[src/rtl/fetch_pc_gen_pkg.sv]
// Shared fetch types: the packet carried from PC generation into the fetch queue,
// the PC-generator FSM states, and default geometry.
package fetch_pc_gen_pkg;

  localparam int XLEN         = 32;
  localparam int WAY_DEF      = 2;
  localparam int FQ_DEPTH_DEF = 8;

  typedef enum logic {
    S_FETCH = 1'b0,
    S_MISS  = 1'b1
  } fetch_state_e;

  typedef struct packed {
    logic [31:0]     inst;
    logic [XLEN-1:0] pc;
    logic            pred_taken;
    logic [XLEN-1:0] pred_target;
  } fetch_pkt_t;

endpackage

[src/rtl/fetch_queue.sv]
// Circular fetch queue: up to WAY in-order writes at tail, up to WAY reads from head.
// Head entries are visible combinationally; flush empties it in one cycle.
module fetch_queue
  import fetch_pc_gen_pkg::*;
#(
  parameter int WAY   = WAY_DEF,
  parameter int DEPTH = FQ_DEPTH_DEF
) (
  input  logic                         clock,
  input  logic                         reset,
  input  logic                         flush_i,
  input  logic [WAY-1:0]               enq_mask_i,
  input  fetch_pkt_t [WAY-1:0]         enq_pkt_i,
  input  logic [$clog2(WAY+1)-1:0]     deq_count_i,
  output fetch_pkt_t [WAY-1:0]         head_pkt_o,
  output logic [WAY-1:0]               head_vld_o,
  output logic [$clog2(DEPTH+1)-1:0]   count_o
);

  localparam int PW = $clog2(DEPTH);
  localparam int CW = $clog2(DEPTH+1);
  localparam int DW = $clog2(WAY+1);

  fetch_pkt_t      mem_q [DEPTH];
  logic [PW-1:0]   head_q, head_d;
  logic [PW-1:0]   tail_q, tail_d;
  logic [CW-1:0]   count_q, count_d;
  logic [DW-1:0]   enq_n;
  logic [DW-1:0]   slot_pos [WAY];

  // Kept slots are packed densely: each lands at tail + (number of kept slots before it).
  always_comb begin
    enq_n = '0;
    for (int i = 0; i < WAY; i++) begin
      slot_pos[i] = enq_n;
      if (enq_mask_i[i]) enq_n = enq_n + DW'(1);
    end
  end

  always_comb begin
    head_d  = head_q + PW'(deq_count_i);
    tail_d  = tail_q + PW'(enq_n);
    count_d = count_q + CW'(enq_n) - CW'(deq_count_i);
  end

  always_ff @(posedge clock) begin
    if (reset || flush_i) begin
      head_q  <= '0;
      tail_q  <= '0;
      count_q <= '0;
    end else begin
      head_q  <= head_d;
      tail_q  <= tail_d;
      count_q <= count_d;
    end
  end

  always_ff @(posedge clock) begin
    if (!reset && !flush_i) begin
      for (int i = 0; i < WAY; i++) begin
        if (enq_mask_i[i]) mem_q[tail_q + PW'(slot_pos[i])] <= enq_pkt_i[i];
      end
    end
  end

  always_comb begin
    for (int i = 0; i < WAY; i++) begin
      head_pkt_o[i] = mem_q[head_q + PW'(i)];
      head_vld_o[i] = (CW'(i) < count_q);
    end
  end

  assign count_o = count_q;

endmodule

[src/rtl/fetch_pc_gen.sv]
// Fetch PC generator: owns the fetch PC, looks up WAY slots in the predictor, truncates
// at the first predicted-taken slot and enqueues survivors; handles icache miss and redirect.
module fetch_pc_gen
  import fetch_pc_gen_pkg::*;
#(
  parameter int              WAY      = WAY_DEF,
  parameter int              FQ_DEPTH = FQ_DEPTH_DEF,
  parameter logic [XLEN-1:0] RESET_PC = '0
) (
  input  logic                            clock,
  input  logic                            reset,
  output logic [WAY-1:0]                  pc_find_valid,
  output logic [WAY-1:0][XLEN-1:0]        pc_find,
  input  logic [WAY-1:0]                  predict_result,
  input  logic [WAY-1:0][XLEN-1:0]        target_pc_in,
  output logic                            icache_req_valid,
  output logic [XLEN-1:0]                 icache_req_pc,
  input  logic                            icache_hit,
  input  logic [WAY-1:0][31:0]            icache_data,
  input  logic                            redirect_valid,
  input  logic [XLEN-1:0]                 redirect_pc,
  input  logic [$clog2(WAY+1)-1:0]        deq_count,
  output logic [WAY-1:0]                  out_valid,
  output logic [WAY-1:0][31:0]            out_inst,
  output logic [WAY-1:0][XLEN-1:0]        out_pc,
  output logic [WAY-1:0]                  out_pred_taken,
  output logic [WAY-1:0][XLEN-1:0]        out_pred_target,
  output logic [$clog2(FQ_DEPTH+1)-1:0]   fq_count
);

  localparam int CW = $clog2(FQ_DEPTH+1);
  localparam int DW = $clog2(WAY+1);

  fetch_state_e           state_q, state_d;
  logic [XLEN-1:0]        pc_q, pc_d;
  logic [CW-1:0]          free;
  logic                   has_room;
  logic [WAY-1:0]         keep;
  logic [WAY-1:0]         enq_mask;
  logic [XLEN-1:0]        next_pc;
  logic [DW-1:0]          deq_eff;
  fetch_pkt_t [WAY-1:0]   enq_pkt;
  fetch_pkt_t [WAY-1:0]   head_pkt;

  // Room is judged on occupancy before this cycle's dequeue.
  assign free     = CW'(FQ_DEPTH) - fq_count;
  assign has_room = (free >= CW'(WAY));

  always_comb begin
    keep    = '0;
    keep[0] = 1'b1;
    for (int i = 1; i < WAY; i++) keep[i] = keep[i-1] & ~predict_result[i-1];
    next_pc = pc_q + XLEN'(4 * WAY);
    for (int i = WAY - 1; i >= 0; i--) begin
      if (predict_result[i]) next_pc = target_pc_in[i];
    end
    for (int i = 0; i < WAY; i++) begin
      pc_find[i]             = pc_q + XLEN'(4 * i);
      enq_pkt[i].inst        = icache_data[i];
      enq_pkt[i].pc          = pc_q + XLEN'(4 * i);
      enq_pkt[i].pred_taken  = predict_result[i];
      enq_pkt[i].pred_target = target_pc_in[i];
    end
  end

  always_comb begin
    state_d          = state_q;
    pc_d             = pc_q;
    icache_req_valid = 1'b0;
    icache_req_pc    = pc_q;
    pc_find_valid    = '0;
    enq_mask         = '0;
    deq_eff          = deq_count;
    unique case (state_q)
      S_FETCH: begin
        if (has_room) begin
          icache_req_valid = 1'b1;
          pc_find_valid    = '1;
          if (!icache_hit) begin
            state_d = S_MISS;
          end else begin
            enq_mask = keep;
            pc_d     = next_pc;
          end
        end
      end
      S_MISS: begin
        icache_req_valid = 1'b1;
        if (icache_hit) state_d = S_FETCH;
      end
      default: state_d = S_FETCH;
    endcase
    if (redirect_valid) begin
      state_d  = S_FETCH;
      pc_d     = redirect_pc;
      enq_mask = '0;
      deq_eff  = '0;
    end
  end

  always_ff @(posedge clock) begin
    if (reset) begin
      state_q <= S_FETCH;
      pc_q    <= RESET_PC;
    end else begin
      state_q <= state_d;
      pc_q    <= pc_d;
    end
  end

  fetch_queue #(
    .WAY   (WAY),
    .DEPTH (FQ_DEPTH)
  ) u_fq (
    .clock       (clock),
    .reset       (reset),
    .flush_i     (redirect_valid),
    .enq_mask_i  (enq_mask),
    .enq_pkt_i   (enq_pkt),
    .deq_count_i (deq_eff),
    .head_pkt_o  (head_pkt),
    .head_vld_o  (out_valid),
    .count_o     (fq_count)
  );

  always_comb begin
    for (int i = 0; i < WAY; i++) begin
      out_inst[i]        = head_pkt[i].inst;
      out_pc[i]          = head_pkt[i].pc;
      out_pred_taken[i]  = head_pkt[i].pred_taken;
      out_pred_target[i] = head_pkt[i].pred_target;
    end
  end

endmodule

[config.mk]
export PLATFORM = sky130hd
export DESIGN_NAME = fetch_pc_gen
export DESIGN_NICKNAME = d
export VERILOG_FILES = /design/src/rtl/fetch_pc_gen_pkg.sv /design/src/rtl/fetch_queue.sv /design/src/rtl/fetch_pc_gen.sv
export SDC_FILE = /design/constraint.sdc
export NUM_CORES = 2
export LEC_CHECK = 0
export BUFFER_PORTS_ARGS = -buffer_cell sky130_fd_sc_hd__buf_2
export CELL_PAD_IN_SITES_DETAIL_PLACEMENT = 1
export CELL_PAD_IN_SITES_GLOBAL_PLACEMENT = 1
export CORE_MARGIN = 1
export CORE_UTILIZATION = 44
export CTS_CLUSTER_DIAMETER = 200
export DETAILED_ROUTE_END_ITERATION = 16
export GPL_ROUTABILITY_DRIVEN = 0
export GPL_TIMING_DRIVEN = 0
export PLACE_DENSITY = 0.75
export SLEW_MARGIN = 40
export SYNTH_ARGS = -nofsm -noshare
export SYNTH_HDL_FRONTEND = slang
export SYNTH_SLANG_ARGS = --single-unit
[constraint.sdc]
create_clock -name clock -period 13 [get_ports clock]
set_input_delay 3.9 -clock clock [delete_from_list [all_inputs] [get_ports clock]]
set_output_delay 3.9 -clock clock [all_outputs]
set_load 0.005 [all_outputs]
==> results_dict.tcl <==
set metrics [dict create \
    status "finished clean" \
    tns_ps 0 \
    core_area_um2 111000 \
    leakage_nw 22.1 \
    tightest_slew_ps 940 \
    crit_path_start "icache_hit" \
    grt.total_usage_pct 38.1 \
    hold_viol 0 \
    layout-drive-gt1-share_pct 28.9 \
    switching_share_pct 28.0 \
    clock_path_buffers 3 \
    first_global_vias 42025 \
    pwr-share-seq_pct 44.2 \
    antenna_found_initial 49 \
    cap_violations 0 \
    synth_edf_count 776 \
    yosysWarnings 0 \
    vdd_drop_max_mv 0.108 \
    synthTopCellsByCount "1728 x nand2_1, 776 x edfxtp_1, 388 x mux4_2" \
    ys_seq_area_share_pct 49.2 \
    die_area_um2 113000 \
    route.detailed.drc 0 \
    ys_seq_elements 819 \
    cts_tree "built" \
    p_sw_mw 1.92 \
    grt_pass1_wl_mm 303 \
    r2r_end "u_fq.mem_q[6][33]" \
    ctsHoldBuffers 0 \
    area_growth_pct 16.9 \
    start_kind "primary input" \
    syn_inst 4381 \
    maxSlewViolCount 0 \
    clock_sinks 819 \
    synth-main-ff-cell "edfxtp_1" \
    p_total_mw 6.85 \
    rsz0062_at_grt "false" \
    first_pass_iters 6 \
    stdcell_area_um2 57400 \
    pwr-share-comb_pct 16.1 \
    hp-class "reg2reg" \
    cts-root-buf "clkbuf_16" \
    fin_crit_sh_pct 66.3 \
    yosysMostFrequentCell "nand2_1" \
    initial_utilization_pct 44.3 \
    yosys.area.top_type "edfxtp_1" \
    worstPathArrival_ps 9020 \
    postCtsResizedCells 0 \
    numPortBuffers 339 \
    r2r_cells 19 \
    detail-route-antenna-nets 0 \
    final_net_count 5112 \
    r2r_start "u_fq.count_o[1]" \
    p_int_mw 4.93 \
    pre_cts_ws_ps 3890 \
    cp_max_fo 11 \
    detail_route.wl_per_cell_um 33.4 \
    syn_area_per_cell_um2 11.2 \
    place_hpwl_mm 156 \
    dpl_cell_area_um2 54200 \
    setup_slack_ps 4380 \
    synthDistinctLibCells 68 \
    min_period_ps 8620 \
    path_clk_slew_ps 60 \
    drt-initial-drc-count 5875 \
    io_pins 467 \
    drt_wl_total_mm 218 \
    setup_viol 0 \
    synthArstFlopShare_pct 0 \
    row_count 122 \
    die_w_um 336 \
    min_path_cells 2 \
    clock.fmax_ghz 0.116 \
    final_util_pct 51.8 \
    synth_top_area_share_pct 47.5 \
    required_ps 13400 \
    cp-end-kind "flip-flop" \
    grt_max_degree 14 \
    holdPathEnd "u_fq.head_q[0]" \
    fin_skew_ps 42.2 \
    syn-cell-area_um2 49100 \
    reg2reg_slack_ps 6350 \
    htreeDepth 3 \
    yosys-top-cells-area "edfxtp_1 47%, mux4_2 18%, nand2_1 13%, mux2_2 4.5%, xor2_1 2.5%" \
    cts-buffers-inserted 96 \
    syn-num-nets 4569 \
    worst-setup-path-type "in2reg" \
    num_vias 41699 \
    clock_power_share_pct 39.8 \
    clk_latency_ps 720 \
    dieHeight_um 336 \
    post_cts_buffers 0 \
    slew_headroom_pct 37.3 \
    power_per_cell_area_nw_per_um2 119 \
    overflow 0 \
    viasPerCell 6.40 \
    hp-start "u_fq.head_q[0]" \
]
-- critical path, stage by stage --
cell      delay [ps]
buf_2            190
nand2b_1         190
a21oi_2          540
nand2_1          320
clkinv_1         340
ha_1             300
clkbuf_1         200
nor4_1           640
nand3_1          250
clkbuf_2         540
clkbuf_2         480
o21ai_4          270
buf_8            230
buf_8            220
buf_16           180
buf_16           170
-- metrics by stage --
step,hold WS [ps],cells
floorplan,570,4381
global placement,600,6208
detailed placement,641,6312
CTS,655,6490
global route,701,6500
finish,659,6515
-- cell usage in the layout (no fill, tap or decap), types with 7 or more instances in the layout --
| cell | synthesis | final |
|---|---|---|
| edfxtp_1 | 776 | 776 |
| nor2_2 | 8 | 8 |
| clkinv_1 | 1 | 30 |
| clkbuf_2 | 1 | 77 |
| nand3_1 | 17 | 17 |
| or3_1 | 7 | 7 |
| and3_1 | 14 | 14 |
| nand2_1 | 1728 | 1728 |
| bufinv_16 | 0 | 8 |
| inv_1 | 22 | 22 |
| mux4_2 | 388 | 388 |
| nor2_1 | 141 | 141 |
| clkbuf_16 | 0 | 97 |
| o22ai_1 | 7 | 7 |
| nand4_1 | 9 | 9 |
| a221oi_1 | 8 | 7 |
| diode_2 | 0 | 23 |
| buf_4 | 84 | 109 |
| xnor2_1 | 127 | 127 |
| xor2_1 | 139 | 137 |
| buf_16 | 0 | 12 |
| a221o_1 | 9 | 9 |
| a21oi_1 | 32 | 31 |
| nor3_1 | 14 | 14 |
| buf_6 | 1 | 34 |
| ha_1 | 18 | 18 |
| o21ai_0 | 57 | 53 |
| buf_2 | 56 | 428 |
| and2_1 | 10 | 10 |
| buf_8 | 0 | 32 |
| clkbuf_1 | 269 | 211 |
| buf_1 | 92 | 61 |
| mux2_2 | 194 | 194 |
| clkinv_2 | 0 | 21 |
| a211oi_1 | 8 | 8 |
| dfxtp_1 | 43 | 43 |
| a22oi_1 | 12 | 12 |
-- power by group through the flow --
| stage | Clock (mW) | Combinational (mW) | Sequential [mW] |
|---|---|---|---|
| final | 2.72 | 1.10 | 3.02 |
| after global placement | 0 | 1.01 | 3.10 |
| after global routing | 2.79 | 1.15 | 3.02 |
| after detailed placement | 0 | 1.06 | 3.07 |
| after CTS | 2.70 | 1.07 | 3.02 |
| after floorplan | 0 | 0.633 | 3.05 |
-- flip-flops by register name, indices dropped and copies added, names as in the netlist --
name	flops
u_fq.tail_q	3
icache_req_pc	32
u_fq.count_o	4
state_q	1
u_fq.mem_q	776
u_fq.head_q	3
-- kinds of logic after synthesis --
logic type	count (synthesis)	synth area share, %
AND/OR/NAND/NOR	1988	16.0
multiplexers	588	22.4
adder cells (fa/ha/maj)	20	0.541
buffers and inverters	526	4.83
flip-flops	819	49.2
AO/OA/AOI/OAI	174	2.30
XOR/XNOR	266	4.75
-- final cells by class --
cell class,instances,area (µm²)
Clock buffer,114,2490
Clock inverter,64,533
Antenna cell,23,57.6
Sequential cell,819,24200
Tap cell,1488,1860
Inverter,23,86.3
Buffer,503,2410
Fill cell,11864,53300
Timing Repair Buffer,445,3090
Multi-Input combinational cell,3036,22700
-- worst max-delay path by stage --
stage	end	slack, ps	cells past startpoint
6_report	u_fq.mem_q[6][33]	4380	16
2_1_floorplan	u_fq.mem_q[0][0]	370	5
3_5_place_dp	u_fq.mem_q[4][76]	3890	17
5_1_grt	u_fq.mem_q[6][31]	4380	16
3_3_place_gp	u_fq.mem_q[2][33]	-10160	6
4_1_cts	u_fq.mem_q[4][71]	4550	17
-- routing by layer --
| metal | up-vias | wire (µm) | track usage (%) |
|---|---|---|---|
| li1 | 16476 | - | - |
| met1 | 21203 | 74800 | 46.0 |
| met2 | 3186 | 99000 | 59.2 |
| met3 | 786 | 28900 | 12.4 |
| met4 | 48 | 14600 | 23.4 |
| met5 | - | 329 | 0 |
No activity file was read; power rests on OpenSTA's default activity.
